`config.mk`:
```
export PLATFORM = sky130hd
export DESIGN_NAME = pu_check_sequencer_flat
export DESIGN_NICKNAME = d
export VERILOG_FILES = /design/src/rtl/pu_check_sequencer_if.sv /design/src/rtl/pu_check_sequencer.sv /design/src/flat_wrapper.sv
export SDC_FILE = /design/constraint.sdc
export NUM_CORES = 1
export LEC_CHECK = 0
export BUFFER_PORTS_ARGS = -buffer_cell sky130_fd_sc_hd__buf_2
export CAP_MARGIN = 5
export CORE_AREA = 2 2 131 133
export CTS_CLUSTER_DIAMETER = 60
export DETAILED_ROUTE_END_ITERATION = 6
export DIE_AREA = 0 0 133 135
export GPL_TIMING_DRIVEN = 1
export PLACE_DENSITY_LB_ADDON = 0.12
export SLEW_MARGIN = 30
export SYNTH_ARGS = -nofsm -noshare
export SYNTH_HDL_FRONTEND = slang
export SYNTH_SLANG_ARGS = --single-unit
```
`constraint.sdc`:
```
create_clock -name ACLK -period 2.18 [get_ports ACLK]
set_input_delay 0.327 -clock ACLK [delete_from_list [all_inputs] [get_ports ACLK]]
set_output_delay 0.327 -clock ACLK [all_outputs]
set_load 0.02 [all_outputs]
```
`src/rtl/pu_check_sequencer_if.sv`:
```
// Bus bundle around the protection-unit check sequencer: upstream AR/AW,
// downstream AR/AW, PolicyCheck request/response and deny reporting.
interface pu_check_sequencer_if #(
   parameter int ID_WIDTH   = 16,
   parameter int ADDR_WIDTH = 32,
   parameter int CNT_WIDTH  = 16
);
   logic [ID_WIDTH-1:0]   S_ARID;
   logic [ADDR_WIDTH-1:0] S_ARADDR;
   logic [7:0]            S_ARLEN;
   logic [2:0]            S_ARSIZE;
   logic                  S_ARVALID;
   logic                  S_ARREADY;

   logic [ID_WIDTH-1:0]   S_AWID;
   logic [ADDR_WIDTH-1:0] S_AWADDR;
   logic [7:0]            S_AWLEN;
   logic [2:0]            S_AWSIZE;
   logic                  S_AWVALID;
   logic                  S_AWREADY;

   logic [ID_WIDTH-1:0]   M_ARID;
   logic [ADDR_WIDTH-1:0] M_ARADDR;
   logic [7:0]            M_ARLEN;
   logic [2:0]            M_ARSIZE;
   logic                  M_ARVALID;
   logic                  M_ARREADY;

   logic [ID_WIDTH-1:0]   M_AWID;
   logic [ADDR_WIDTH-1:0] M_AWADDR;
   logic [7:0]            M_AWLEN;
   logic [2:0]            M_AWSIZE;
   logic                  M_AWVALID;
   logic                  M_AWREADY;

   logic [ID_WIDTH-1:0]   CHK_ID;
   logic [ADDR_WIDTH-1:0] CHK_ADDR;
   logic [7:0]            CHK_LEN;
   logic [2:0]            CHK_SIZE;
   logic                  CHK_READ_WRITE;
   logic                  CHK_GRANTED;

   logic                  DENY_VALID;
   logic                  DENY_RW;
   logic [ID_WIDTH-1:0]   DENY_ID;
   logic [CNT_WIDTH-1:0]  DENY_COUNT;

   // Environment side: upstream master, downstream slave and PolicyCheck.
   modport master (
      output S_ARID, S_ARADDR, S_ARLEN, S_ARSIZE, S_ARVALID,
      input  S_ARREADY,
      output S_AWID, S_AWADDR, S_AWLEN, S_AWSIZE, S_AWVALID,
      input  S_AWREADY,
      input  M_ARID, M_ARADDR, M_ARLEN, M_ARSIZE, M_ARVALID,
      output M_ARREADY,
      input  M_AWID, M_AWADDR, M_AWLEN, M_AWSIZE, M_AWVALID,
      output M_AWREADY,
      input  CHK_ID, CHK_ADDR, CHK_LEN, CHK_SIZE, CHK_READ_WRITE,
      output CHK_GRANTED,
      input  DENY_VALID, DENY_RW, DENY_ID, DENY_COUNT
   );

   // Sequencer side.
   modport slave (
      input  S_ARID, S_ARADDR, S_ARLEN, S_ARSIZE, S_ARVALID,
      output S_ARREADY,
      input  S_AWID, S_AWADDR, S_AWLEN, S_AWSIZE, S_AWVALID,
      output S_AWREADY,
      output M_ARID, M_ARADDR, M_ARLEN, M_ARSIZE, M_ARVALID,
      input  M_ARREADY,
      output M_AWID, M_AWADDR, M_AWLEN, M_AWSIZE, M_AWVALID,
      input  M_AWREADY,
      output CHK_ID, CHK_ADDR, CHK_LEN, CHK_SIZE, CHK_READ_WRITE,
      input  CHK_GRANTED,
      output DENY_VALID, DENY_RW, DENY_ID, DENY_COUNT
   );
endinterface

```
`src/rtl/pu_check_sequencer.sv`:
```
// Protection-unit front end: round-robin AR/AW arbitration into one shared
// PolicyCheck, then forward granted requests or report and count denials.
module pu_check_sequencer #(
   parameter int ID_WIDTH   = 16,
   parameter int ADDR_WIDTH = 32,
   parameter int CNT_WIDTH  = 16
) (
   input logic               ACLK,
   input logic               ARESET,
   pu_check_sequencer_if.slave bus
);

   typedef enum logic [1:0] {IDLE, CHECK, FWD, DENY} state_t;

   state_t                state, state_nxt;
   logic                  last_rw;
   logic [ID_WIDTH-1:0]   hold_id;
   logic [ADDR_WIDTH-1:0] hold_addr;
   logic [7:0]            hold_len;
   logic [2:0]            hold_size;
   logic                  hold_rw;
   logic [CNT_WIDTH-1:0]  deny_count;
   logic                  sel_ar;
   logic                  sel_aw;

   always_comb begin
      // NOTE: every output of this block gets a default first, so no path can infer a latch.
      state_nxt      = state;
      sel_ar         = 1'b0;
      sel_aw         = 1'b0;
      bus.M_ARVALID  = 1'b0;
      bus.M_AWVALID  = 1'b0;
      bus.DENY_VALID = 1'b0;
      case (state)
         IDLE: begin
            // Reset gating keeps READY low while ARESET is held.
            if (!ARESET) begin
               sel_ar = bus.S_ARVALID && (!bus.S_AWVALID || last_rw);
               sel_aw = bus.S_AWVALID && (!bus.S_ARVALID || !last_rw);
            end
            if (sel_ar || sel_aw) state_nxt = CHECK;
         end
         CHECK: state_nxt = bus.CHK_GRANTED ? FWD : DENY;
         FWD: begin
            bus.M_ARVALID = !hold_rw;
            bus.M_AWVALID = hold_rw;
            if (hold_rw ? bus.M_AWREADY : bus.M_ARREADY) state_nxt = IDLE;
         end
         DENY: begin
            bus.DENY_VALID = 1'b1;
            state_nxt      = IDLE;
         end
         default: state_nxt = IDLE;
      endcase
   end

   // NOTE: sequential state uses non-blocking assignments only.
   always_ff @(posedge ACLK or posedge ARESET) begin
      if (ARESET) state <= IDLE;
      else        state <= state_nxt;
   end

   // NOTE: the holding register is reset too, so CHK_* and M_* payloads read zero after reset.
   always_ff @(posedge ACLK or posedge ARESET) begin
      if (ARESET) begin
         last_rw    <= 1'b1;
         hold_id    <= '0;
         hold_addr  <= '0;
         hold_len   <= '0;
         hold_size  <= '0;
         hold_rw    <= 1'b0;
         deny_count <= '0;
      end else begin
         if (sel_ar) begin
            hold_id   <= bus.S_ARID;
            hold_addr <= bus.S_ARADDR;
            hold_len  <= bus.S_ARLEN;
            hold_size <= bus.S_ARSIZE;
            hold_rw   <= 1'b0;
            last_rw   <= 1'b0;
         end else if (sel_aw) begin
            hold_id   <= bus.S_AWID;
            hold_addr <= bus.S_AWADDR;
            hold_len  <= bus.S_AWLEN;
            hold_size <= bus.S_AWSIZE;
            hold_rw   <= 1'b1;
            last_rw   <= 1'b1;
         end
         if (state == DENY && deny_count != '1) deny_count <= deny_count + CNT_WIDTH'(1);
      end
   end

   assign bus.S_ARREADY      = sel_ar;
   assign bus.S_AWREADY      = sel_aw;

   assign bus.CHK_ID         = hold_id;
   assign bus.CHK_ADDR       = hold_addr;
   assign bus.CHK_LEN        = hold_len;
   assign bus.CHK_SIZE       = hold_size;
   assign bus.CHK_READ_WRITE = hold_rw;

   assign bus.M_ARID         = hold_id;
   assign bus.M_ARADDR       = hold_addr;
   assign bus.M_ARLEN        = hold_len;
   assign bus.M_ARSIZE       = hold_size;
   assign bus.M_AWID         = hold_id;
   assign bus.M_AWADDR       = hold_addr;
   assign bus.M_AWLEN        = hold_len;
   assign bus.M_AWSIZE       = hold_size;

   assign bus.DENY_RW        = (state == DENY) && hold_rw;
   assign bus.DENY_ID        = (state == DENY) ? hold_id : '0;
   assign bus.DENY_COUNT     = deny_count;

endmodule
```
`src/flat_wrapper.sv`:
```
// flat-port wrapper written by rule: the top's interface ports become plain ports
module pu_check_sequencer_flat 
#(
   parameter int ID_WIDTH   = 16,
   parameter int ADDR_WIDTH = 32,
   parameter int CNT_WIDTH  = 16
)
  (ACLK, ARESET, bus_S_ARID, bus_S_ARADDR, bus_S_ARLEN, bus_S_ARSIZE, bus_S_ARVALID, bus_S_ARREADY, bus_S_AWID, bus_S_AWADDR, bus_S_AWLEN, bus_S_AWSIZE, bus_S_AWVALID, bus_S_AWREADY, bus_M_ARID, bus_M_ARADDR, bus_M_ARLEN, bus_M_ARSIZE, bus_M_ARVALID, bus_M_ARREADY, bus_M_AWID, bus_M_AWADDR, bus_M_AWLEN, bus_M_AWSIZE, bus_M_AWVALID, bus_M_AWREADY, bus_CHK_ID, bus_CHK_ADDR, bus_CHK_LEN, bus_CHK_SIZE, bus_CHK_READ_WRITE, bus_CHK_GRANTED, bus_DENY_VALID, bus_DENY_RW, bus_DENY_ID, bus_DENY_COUNT);
  pu_check_sequencer_if #(.ID_WIDTH(ID_WIDTH), .ADDR_WIDTH(ADDR_WIDTH), .CNT_WIDTH(CNT_WIDTH)) bus_i ();
  input logic ACLK;
  input logic ARESET;
  input wire logic [$bits(bus_i.S_ARID)-1:0] bus_S_ARID;
  input wire logic [$bits(bus_i.S_ARADDR)-1:0] bus_S_ARADDR;
  input wire logic [$bits(bus_i.S_ARLEN)-1:0] bus_S_ARLEN;
  input wire logic [$bits(bus_i.S_ARSIZE)-1:0] bus_S_ARSIZE;
  input wire logic [$bits(bus_i.S_ARVALID)-1:0] bus_S_ARVALID;
  output wire logic [$bits(bus_i.S_ARREADY)-1:0] bus_S_ARREADY;
  input wire logic [$bits(bus_i.S_AWID)-1:0] bus_S_AWID;
  input wire logic [$bits(bus_i.S_AWADDR)-1:0] bus_S_AWADDR;
  input wire logic [$bits(bus_i.S_AWLEN)-1:0] bus_S_AWLEN;
  input wire logic [$bits(bus_i.S_AWSIZE)-1:0] bus_S_AWSIZE;
  input wire logic [$bits(bus_i.S_AWVALID)-1:0] bus_S_AWVALID;
  output wire logic [$bits(bus_i.S_AWREADY)-1:0] bus_S_AWREADY;
  output wire logic [$bits(bus_i.M_ARID)-1:0] bus_M_ARID;
  output wire logic [$bits(bus_i.M_ARADDR)-1:0] bus_M_ARADDR;
  output wire logic [$bits(bus_i.M_ARLEN)-1:0] bus_M_ARLEN;
  output wire logic [$bits(bus_i.M_ARSIZE)-1:0] bus_M_ARSIZE;
  output wire logic [$bits(bus_i.M_ARVALID)-1:0] bus_M_ARVALID;
  input wire logic [$bits(bus_i.M_ARREADY)-1:0] bus_M_ARREADY;
  output wire logic [$bits(bus_i.M_AWID)-1:0] bus_M_AWID;
  output wire logic [$bits(bus_i.M_AWADDR)-1:0] bus_M_AWADDR;
  output wire logic [$bits(bus_i.M_AWLEN)-1:0] bus_M_AWLEN;
  output wire logic [$bits(bus_i.M_AWSIZE)-1:0] bus_M_AWSIZE;
  output wire logic [$bits(bus_i.M_AWVALID)-1:0] bus_M_AWVALID;
  input wire logic [$bits(bus_i.M_AWREADY)-1:0] bus_M_AWREADY;
  output wire logic [$bits(bus_i.CHK_ID)-1:0] bus_CHK_ID;
  output wire logic [$bits(bus_i.CHK_ADDR)-1:0] bus_CHK_ADDR;
  output wire logic [$bits(bus_i.CHK_LEN)-1:0] bus_CHK_LEN;
  output wire logic [$bits(bus_i.CHK_SIZE)-1:0] bus_CHK_SIZE;
  output wire logic [$bits(bus_i.CHK_READ_WRITE)-1:0] bus_CHK_READ_WRITE;
  input wire logic [$bits(bus_i.CHK_GRANTED)-1:0] bus_CHK_GRANTED;
  output wire logic [$bits(bus_i.DENY_VALID)-1:0] bus_DENY_VALID;
  output wire logic [$bits(bus_i.DENY_RW)-1:0] bus_DENY_RW;
  output wire logic [$bits(bus_i.DENY_ID)-1:0] bus_DENY_ID;
  output wire logic [$bits(bus_i.DENY_COUNT)-1:0] bus_DENY_COUNT;
  assign bus_i.S_ARID = bus_S_ARID;
  assign bus_i.S_ARADDR = bus_S_ARADDR;
  assign bus_i.S_ARLEN = bus_S_ARLEN;
  assign bus_i.S_ARSIZE = bus_S_ARSIZE;
  assign bus_i.S_ARVALID = bus_S_ARVALID;
  assign bus_S_ARREADY = bus_i.S_ARREADY;
  assign bus_i.S_AWID = bus_S_AWID;
  assign bus_i.S_AWADDR = bus_S_AWADDR;
  assign bus_i.S_AWLEN = bus_S_AWLEN;
  assign bus_i.S_AWSIZE = bus_S_AWSIZE;
  assign bus_i.S_AWVALID = bus_S_AWVALID;
  assign bus_S_AWREADY = bus_i.S_AWREADY;
  assign bus_M_ARID = bus_i.M_ARID;
  assign bus_M_ARADDR = bus_i.M_ARADDR;
  assign bus_M_ARLEN = bus_i.M_ARLEN;
  assign bus_M_ARSIZE = bus_i.M_ARSIZE;
  assign bus_M_ARVALID = bus_i.M_ARVALID;
  assign bus_i.M_ARREADY = bus_M_ARREADY;
  assign bus_M_AWID = bus_i.M_AWID;
  assign bus_M_AWADDR = bus_i.M_AWADDR;
  assign bus_M_AWLEN = bus_i.M_AWLEN;
  assign bus_M_AWSIZE = bus_i.M_AWSIZE;
  assign bus_M_AWVALID = bus_i.M_AWVALID;
  assign bus_i.M_AWREADY = bus_M_AWREADY;
  assign bus_CHK_ID = bus_i.CHK_ID;
  assign bus_CHK_ADDR = bus_i.CHK_ADDR;
  assign bus_CHK_LEN = bus_i.CHK_LEN;
  assign bus_CHK_SIZE = bus_i.CHK_SIZE;
  assign bus_CHK_READ_WRITE = bus_i.CHK_READ_WRITE;
  assign bus_i.CHK_GRANTED = bus_CHK_GRANTED;
  assign bus_DENY_VALID = bus_i.DENY_VALID;
  assign bus_DENY_RW = bus_i.DENY_RW;
  assign bus_DENY_ID = bus_i.DENY_ID;
  assign bus_DENY_COUNT = bus_i.DENY_COUNT;
  pu_check_sequencer #(.ID_WIDTH(ID_WIDTH), .ADDR_WIDTH(ADDR_WIDTH), .CNT_WIDTH(CNT_WIDTH)) u_core (.ACLK(ACLK), .ARESET(ARESET), .bus(bus_i));
endmodule
```
==> metrics.cfg, run 1 <==
[die]
die_area_um2 = 18000
die_x_um = 133
fp-row-count = 47
start_util_pct = 28.8
core_um2 = 16400
die_h_um = 135
ios = 341

[setup_path]
crit_required_ns = 1.85
r2r_slack_ns = 0.19
crit_type = register to primary output
reg2reg_from = u_core.bus.DENY_COUNT[0]
setup.worst_path.end_class = primary output
cp_max_fo = 7
r2r.worst_path.cells = 5
cpPeakStageDelay_ns = 0.43
crit_path_cell_trace = nor3_1 > buf_4 > nand3_4 > inv_1 > buf_2
regToRegEndpoint = u_core.bus.DENY_COUNT[14]
startpoint_type = register
slowest_stage = dfrtp_1
cp_top_family = buffers and inverters
crit_arrival_ns = 1.66
path_buf_inv = 3

[cells_and_area]
area_growth_pct = 29.3
stdcell_area_um2 = 6110
nets = 838
n_fill_cell = 1679
antenna_cells = 0
utilization_pct = 37.3
drive_above_1_share_pct = 52.9

[sta]
worstMarginPinSlew_ns = 0.647
finalSetupViolCount = 0
maxSlewHeadroom_pct = 56.9
setup_tns_ns = 0
max_freq_mhz = 503
min_period_over_period_pct = 91.3
min_period_ns = 1.99
hold_viol_final = 0
rsz0062_at_grt = false
setup_ws_ns = 0.190
drv_slew = 0
fin_worst_skew_ns = 0.00436

[yosys]
ys_ff_latch = 79
yosysWarningCount = 0
synth.distinct_cells = 36
syn_inst = 495
synth_area_um2 = 4730
synth.top_cells.by_area = dfrtp_1 41%, buf_4 19%, mux2i_1 13%, a21oi_1 6.5%, nor2_1 5.4%
synth.top_cell.area_share_pct = 41.3
synth_fa_ha_area_share_pct = 0.265
synth_nets = 621
async_flop_share_pct = 100
synth_xor_area_share_pct = 1.48
synthFlopType = dfrtp_1
synth_edf_count = 0
synth_area_per_cell_um2 = 9.55
synth_compound_area_share_pct = 7.41
synthMostInstantiatedCell = buf_4
yosys.area_share.simple_pct = 13.2
yosysTopAreaCell = dfrtp_1
yosys-mux-area-fraction_pct = 14.2
synth_top_family_by_area = buffers and inverters
yosysSeqAreaShare_pct = 41.8
ys_top_cells_by_count = 118 x buf_4, 78 x dfrtp_1, 68 x nor2_1, 61 x a21oi_1, 60 x mux2i_1

[grt]
grt_pass1_vias = 3747
top_usage_layer = met2
grtUsageMet1_pct = 16.9
antenna_found_initial = 0
gr-total-overflow = 0
grt_start_max_net_pins = 64
grt_first_pass_wirelength_um = 19800
use_met2_pct = 25.3
use_met3_pct = 3.19
grt_usage_pct = 14.3

[cts]
cts_tree = yes
cts_hold_buf = 0
postCtsSetupRepairBufs = 0
cts_resized = 0
ctsHtreeMaxLevel = 3
numCtsBuffers = 9
clk_path_buf_depth = 2
root_buffer = clkbuf_16
cts_sinks = 79
clk_transition_reported_paths_ns = 0.06
clkLatencyLatePin_ns = 0.33

[route]
num_vias = 4026
drtIter0Drc = 154
drc = 0
vias_per_cell = 4.30
routedWlPerCell_um = 14.4
ant_nets = 0
drtPass1Iterations = 4
routed_wirelength_um = 13500

[placement]
numPortBuffers = 340
place_area_um2 = 5850
post-place-ws_ns = 0.218
hpwl_um = 10700
routabilityCongestion = 0.755

[run_status]
outcome = completed

[worst_hold_path]
worstHoldPathType = input pin to async pin

[power]
power_mw = 9.53
p_leak_nw = 3.47
peakVddDrop_uv = 893
power.density_nw_per_um2 = 1560

[job]
max_cap_violations = 0

## cells by family (layout without fill, tap and decap cells)
group           Yosys count  in the layout
mux                      66             66
buf+inv                 149            371
compound gates           68             68
fa+ha+maj                 1              1
simple gates            124            124
flops                    79             79
xor+xnor                  8              8
## power breakdown
part,internal (mW),switching [mW]
Sequential,2.07,0.712
Combinational,1.80,3.58
Clock,0.769,0.588
Total,4.64,4.89
## worst min-delay path: stages
cell and delay (ns):
buf_2 0.13, clkinvlp_4 0.07, buf_4 0.32
## how the worst max path moves through the flow
stage	startpoint	end	slack [ns]	cells past startpoint
3_5_place_dp	u_core.bus.DENY_COUNT[0]	u_core.bus.DENY_COUNT[14]	0.22	5
5_1_grt	u_core.bus.DENY_COUNT[0]	u_core.bus.DENY_COUNT[14]	0.06	5
3_3_place_gp	u_core.bus.DENY_COUNT[0]	u_core.bus.DENY_COUNT[14]	0.29	5
2_1_floorplan	u_core.bus.DENY_COUNT[0]	u_core.bus.DENY_COUNT[14]	0.30	5
4_1_cts	u_core.state[0]	bus_S_ARREADY	0.11	5
6_report	u_core.state[0]	bus_S_ARREADY	0.19	5
## area by class of cell
cell class / instances / area (um^2) / area share (%)
Tap cell: 220 / 275 / 4.50
Clock inverter: 5 / 35.0 / 0.573
Inverter: 6 / 26.3 / 0.430
Sequential cell: 79 / 1980 / 32.4
Clock buffer: 11 / 233 / 3.81
Timing Repair Buffer: 349 / 1820 / 29.8
Multi-Input combinational cell: 267 / 1750 / 28.6
## through the flow
stage | hold slack (ns) | instances
final | 0.115 | 937
after global routing | 0.141 | 937
after detailed placement | 0.496 | 921
after global placement | 0.488 | 921
after CTS | 0.128 | 937
after floorplan | 0.423 | 495
## registers in the layout (all words and copies together) (netlist names)
register	count
u_core.bus.DENY_COUNT	16
u_core.bus.CHK_LEN	8
u_core.bus.CHK_SIZE	3
u_core.last_rw	1
u_core.bus.CHK_ADDR	32
u_core.state	2
u_core.bus.CHK_ID	16
u_core.bus.CHK_READ_WRITE	1
## cells in the final DEF, fill, tap and decap left out, types with 2 or more instances in the layout
cell type,n
nor3_1,5
mux2_2,4
clkbuf_16,9
a21oi_1,61
buf_2,340
nand3_1,4
nand2_1,9
clkbuf_1,2
o21ai_0,2
xnor2_1,2
and3_1,18
inv_1,4
nor2_1,68
nand4_1,6
nand2b_1,4
clkinvlp_4,5
a31oi_1,2
dfrtp_1,78
buf_4,5
buf_12,4
xor2_1,6
mux2i_1,60
## routing by layer
| layer | up-vias | wire length (um) |
|---|---|---|
| met2 | 162 | 7010 |
| met5 | - | 0 |
| met3 | 12 | 841 |
| met4 | 0 | 218 |
| met1 | 1859 | 5450 |
| li1 | 1993 | - |
No activity file was read; power rests on OpenSTA's default activity.
==> run 2: changes to the inputs <==
- PLACE_DENSITY: not set -> 0.58
- PLACE_DENSITY_LB_ADDON: 0.12 -> not set
==> run 2 against run 1 <==
Core utilization grew 0.37 points. Count of clock-buffer cells in the layout is the same. Register-to-register slack gained 0.04 ns. Fmax shrank 2.1%. Non-clock buffer count grew 1. Via count shrank 1.3%. Global-route usage grew 0.33 points. Worst setup slack lost 0.043 ns. Sequential power is essentially flat. Sequential share of layout area shrank 0.31 points. Critical path type unchanged. Largest cell class unchanged.
==> metrics.cfg, run 2 (synthesis results as in run 1) <==
[setup_path]
crit_arrival_ns = 1.71  ; was 1.66 ns
slowest_stage = dfrtp_1  ; unchanged
setup.worst_path.end_class = primary output  ; unchanged
cp_max_fo = 42  ; was 7
crit_type = register to primary output  ; unchanged
crit_required_ns = 1.85  ; about the same
crit_path_cell_trace = nor3_1 > buf_4 > nand3_4 > buf_12 > inv_1 > buf_2  ; was nor3_1 > buf_4 > nand3_4 > inv_1 > buf_2
cpPeakStageDelay_ns = 0.43  ; about the same
r2r_slack_ns = 0.23  ; was 0.19 ns
startpoint_type = register  ; unchanged

[route]
routedWlPerCell_um = 14.6  ; was 14.4 um
vias_per_cell = 4.24  ; was 4.30
num_vias = 3972  ; was 4026
drtPass1Iterations = 4  ; unchanged
ant_nets = 0  ; unchanged
drtIter0Drc = 121  ; was 154
drc = 0  ; unchanged
routed_wirelength_um = 13700  ; was 13500 um

[grt]
gr-total-overflow = 0  ; unchanged
grt_pass1_vias = 3633  ; was 3747
grt_start_max_net_pins = 67  ; was 64
grt_first_pass_wirelength_um = 20200  ; was 19800 um
antenna_found_initial = 0  ; unchanged
grt_usage_pct = 14.7  ; was 14.3%

[sta]
maxSlewHeadroom_pct = 56.5  ; was 56.9%
max_freq_mhz = 492  ; was 503 MHz
drv_slew = 0  ; unchanged
min_period_over_period_pct = 93.2  ; was 91.3%
worstMarginPinSlew_ns = 0.652  ; was 0.647 ns
min_period_ns = 2.03  ; was 1.99 ns
finalSetupViolCount = 0  ; unchanged
rsz0062_at_grt = false  ; unchanged
fin_worst_skew_ns = 0.00597  ; was 0.00436 ns
setup_ws_ns = 0.148  ; was 0.190 ns
hold_viol_final = 0  ; unchanged
setup_tns_ns = 0  ; unchanged

[cells_and_area]
layout_commonest_cell = buf_2  ; unchanged
drive_above_1_share_pct = 53.1  ; was 52.9%
final_cell_mix = 340 x buf_2, 78 x dfrtp_1, 68 x nor2_1  ; unchanged
antenna_cells = 0  ; unchanged
area_growth_pct = 30.6  ; was 29.3%
utilization_pct = 37.6  ; was 37.3%
largest_reg_flops = 32  ; unchanged
nets = 839  ; was 838

[cts]
root_buffer = clkbuf_16  ; unchanged
clkLatencyLatePin_ns = 0.33  ; about the same
cts_tree = yes  ; unchanged
ctsHtreeMaxLevel = 3  ; unchanged
postCtsSetupRepairBufs = 0  ; unchanged
cts_resized = 0  ; unchanged
cts_hold_buf = 0  ; unchanged
clk_transition_reported_paths_ns = 0.06  ; about the same
cts_sinks = 79  ; unchanged
numCtsBuffers = 9  ; unchanged
clk_path_buf_depth = 2  ; unchanged

[worst_hold_path]
worstHoldPathType = input pin to async pin  ; unchanged

[run_status]
outcome = completed  ; unchanged

[job]
max_cap_violations = 0  ; unchanged

[power]
power_mw = 9.82  ; was 9.53 mW
power.density_nw_per_um2 = 1590  ; was 1560 nW/um^2
p_leak_nw = 3.51  ; was 3.47 nW
peakVddDrop_uv = 871  ; was 893 uV

[die]
fp-row-count = 47  ; unchanged
die_x_um = 133  ; unchanged
die_area_um2 = 18000  ; unchanged
ios = 341  ; unchanged
core_um2 = 16400  ; unchanged
start_util_pct = 28.8  ; unchanged
die_h_um = 135  ; unchanged

[placement]
post-place-ws_ns = 0.224  ; was 0.218 ns
numPortBuffers = 340  ; unchanged
hpwl_um = 10600  ; was 10700 um
routabilityCongestion = 0.771  ; was 0.755

==> run 2: layout make-up <==
type | instances | area, um^2
Fill cell | 1681 | 10200
Tap cell | 220 | 275
Clock inverter | 3 | 67.6
Sequential cell | 79 | 1980
Clock buffer | 11 | 253
Inverter | 6 | 26.3
Multi-Input combinational cell | 267 | 1750
Timing Repair Buffer | 350 | 1830
==> run 2: power by group <==
group          internal (mW)  leakage, nW  switching, mW
Combinational           1.79         2.45           3.59
Clock                   1.05        0.154          0.571
Sequential              2.07        0.909          0.746
Total                   4.92         3.51           4.90
==> run 2: critical path: cells and delay by family, from the launching register on <==
kind	cells	cell delay, ns
simple gates	2	0.29
buf+inv	4	0.63
flops	1	0.43
==> run 2: metal layers <==
layer	global-route usage (%)	vias up	part of all wire, %
li1	-	1982	-
met1	18.8	1833	43
met2	24.7	149	51
met3	3.12	8	4.8
met4	4.66	0	1.2
met5	0	-	0
==> run 2: path summary, 6_finish.rpt <==
check                                    startpoint                        end  depth (start not counted)
setup / recovery                    u_core.state[0]              bus_S_ARREADY                          6
hold / removal                               ARESET            u_core.state[0]                          2
setup reg to reg           u_core.bus.DENY_COUNT[0]  u_core.bus.DENY_COUNT[14]                          5
hold reg to reg                      u_core.last_rw             u_core.last_rw                          1
max in group asynchronous                    ARESET      u_core.bus.CHK_ID[10]                          3
min in group ACLK                   bus_CHK_GRANTED            u_core.state[0]                          2
==> run 2: through the flow <==
stage	hold slack, ns	instance area [um^2]	instances
finish	0.0927	6170	936
global route	0.137	6170	936
CTS	0.0984	6170	936
detailed placement	0.474	5850	922
global placement	0.460	5850	922
floorplan	0.423	4730	495
==> run 3: changes to the inputs <==
- PLACE_DENSITY: 0.58 -> not set
==> run 3 against run 2 <==
Flip-flop and latch count unchanged. Fmax increased by 3.9%. Largest cell class unchanged. Count of clock-buffer cells in the layout decreased by 1. Global-route usage decreased by 0.11 points. Non-clock buffer count decreased by 1.
==> metrics.cfg, run 3 (synthesis results as in run 1) <==
[die]
ios = 341  ; unchanged
die_x_um = 133  ; unchanged
die_h_um = 135  ; unchanged
fp-row-count = 47  ; unchanged
start_util_pct = 28.8  ; unchanged
die_area_um2 = 18000  ; unchanged
core_um2 = 16400  ; unchanged

[placement]
dpl.cell_count = 921  ; was 922
numPortBuffers = 340  ; unchanged
hpwl_um = 10600  ; about the same
routabilityCongestion = 0.780  ; was 0.771

[route]
drc = 0  ; unchanged
routed_wirelength_um = 13600  ; was 13700 um
routedWlPerCell_um = 14.6  ; about the same
ant_nets = 0  ; unchanged
drtPass1Iterations = 4  ; unchanged
vias_per_cell = 4.25  ; was 4.24
drtIter0Drc = 149  ; was 121
num_vias = 3981  ; was 3972

[cells_and_area]
area_growth_pct = 31.0  ; was 30.6%
nets = 838  ; was 839
layout_commonest_cell = buf_2  ; unchanged
final_cell_mix = 340 x buf_2, 78 x dfrtp_1, 68 x nor2_1  ; unchanged
drive_above_1_share_pct = 53.0  ; was 53.1%
regArea_um2 = 1980  ; unchanged
n_fill_cell = 1657  ; was 1681
antenna_cells = 0  ; unchanged
largest_reg_flops = 32  ; unchanged
stdcell_count = 937  ; was 936
multiInputGateArea_um2 = 1750  ; unchanged

[power]
peakVddDrop_uv = 884  ; was 871 uV
power.density_nw_per_um2 = 1620  ; was 1590 nW/um^2
p_leak_nw = 3.52  ; was 3.51 nW

[sta]
hold_slack_ns = 0.125  ; was 0.0927 ns
max_freq_mhz = 511  ; was 492 MHz
hold_viol_final = 0  ; unchanged
worstMarginPinSlew_ns = 0.615  ; was 0.652 ns
setup_tns_ns = 0  ; unchanged
rsz0062_at_grt = false  ; unchanged
min_period_over_period_pct = 89.7  ; was 93.2%
maxSlewHeadroom_pct = 59.0  ; was 56.5%
fin_worst_skew_ns = 0.00654  ; was 0.00597 ns
finalSetupViolCount = 0  ; unchanged
min_period_ns = 1.96  ; was 2.03 ns
drv_slew = 0  ; unchanged

[setup_path]
slowest_stage = dfrtp_1  ; unchanged
crit_path_cell_trace = buf_4 > nand2b_1 > nor2_1 > buf_2  ; was nor3_1 > buf_4 > nand3_4 > buf_12 > inv_1 > buf_2
cp_top_family = buffers and inverters  ; unchanged
cp_max_fo = 18  ; was 42
r2r.worst_path.cells = 5  ; unchanged
path_buf_inv = 2  ; was 4
regToRegEndpoint = u_core.bus.DENY_COUNT[14]  ; unchanged
setup.worst_path.end_class = primary output  ; unchanged
endpoint = bus_M_ARVALID  ; was bus_S_ARREADY
crit_arrival_ns = 1.63  ; was 1.71 ns
crit_required_ns = 1.85  ; about the same
r2r_slack_ns = 0.26  ; was 0.23 ns
cpPeakStageDelay_ns = 0.44  ; was 0.43 ns
startpoint_type = register  ; unchanged
crit_type = register to primary output  ; unchanged
reg2reg_from = u_core.bus.DENY_COUNT[0]  ; unchanged
cp.depth = 4  ; was 6
startpoint = u_core.state[0]  ; unchanged

[grt]
grt_start_max_net_pins = 65  ; was 67
grt_pass1_vias = 3734  ; was 3633
gr-total-overflow = 0  ; unchanged
grt_first_pass_wirelength_um = 20300  ; was 20200 um
top_usage_layer = met2  ; unchanged
antenna_found_initial = 0  ; unchanged
grtUsageMet1_pct = 18.3  ; was 18.8%
grt_usage_pct = 14.6  ; was 14.7%
use_met2_pct = 24.8  ; was 24.7%
use_met3_pct = 2.93  ; was 3.12%

[cts]
numCtsBuffers = 9  ; unchanged
postCtsSetupRepairBufs = 0  ; unchanged
cts_sinks = 79  ; unchanged
cts_tree = yes  ; unchanged
ctsHtreeMaxLevel = 3  ; unchanged
clk_path_buf_depth = 2  ; unchanged
cts_hold_buf = 0  ; unchanged
root_buffer = clkbuf_16  ; unchanged
cts_resized = 0  ; unchanged
clkLatencyLatePin_ns = 0.34  ; was 0.33 ns
clk_transition_reported_paths_ns = 0.06  ; about the same

[worst_hold_path]
worstHoldPathType = input pin to async pin  ; unchanged

[run_status]
outcome = completed  ; unchanged

[job]
max_cap_violations = 0  ; unchanged

-- run 3: cell types whose count changed in the layout (fill, tap and decap cells not counted), sizes merged --
cell / delta
buf: -1
bufinv: +2
clkbuf: -1
clkinv: +1
-- run 3: worst min-delay path by stage --
stage	end	slack, ns	cells past startpoint
5_1_grt	u_core.state[0]	0.16	2
2_1_floorplan	u_core.state[0]	0.42	1
3_5_place_dp	u_core.bus.CHK_READ_WRITE	0.50	3
3_3_place_gp	u_core.bus.CHK_READ_WRITE	0.50	3
4_1_cts	u_core.bus.CHK_READ_WRITE	0.13	3
6_report	u_core.bus.CHK_READ_WRITE	0.13	3
-- run 3: worst min-delay path, delay by kind of cell --
kind,cells,cell delay (ns)
buffers and inverters,3,0.56
-- run 3: cell type report --
cell class	instances	area share, %
tap	220	4.44
inverter	6	0.424
timing repair buffer	349	29.2
sequential	79	31.9
clock inverter	6	2.14
clock buffer	10	3.70
multi-input combinational	267	28.2
-- run 3: power breakdown --
| group | switching (mW) | internal [mW] | total, mW |
|---|---|---|---|
| registers | 0.713 | 2.07 | 2.79 |
| logic | 3.61 | 1.79 | 5.40 |
| clock network | 0.609 | 1.23 | 1.84 |
| total | 4.93 | 5.10 | 10.0 |
-- run 3: routing by layer --
layer	vias up	part of all wire, %
met3	11	5.4
li1	1986	-
met2	158	51
met1	1826	42
met4	0	1.5
met5	-	0
-- run 3: per-stage QoR --
step	power (mW)	cell area [um^2]	utilization, %	setup WS (ns)
after CTS	10.1	6190	37.8	0.186
after global placement	8.20	5830	35.6	0.277
after detailed placement	8.25	5830	35.6	0.271
after global routing	10.6	6190	37.8	0.0666
after floorplan	7.47	4730	-	0.296
final	10.0	6190	37.8	0.225
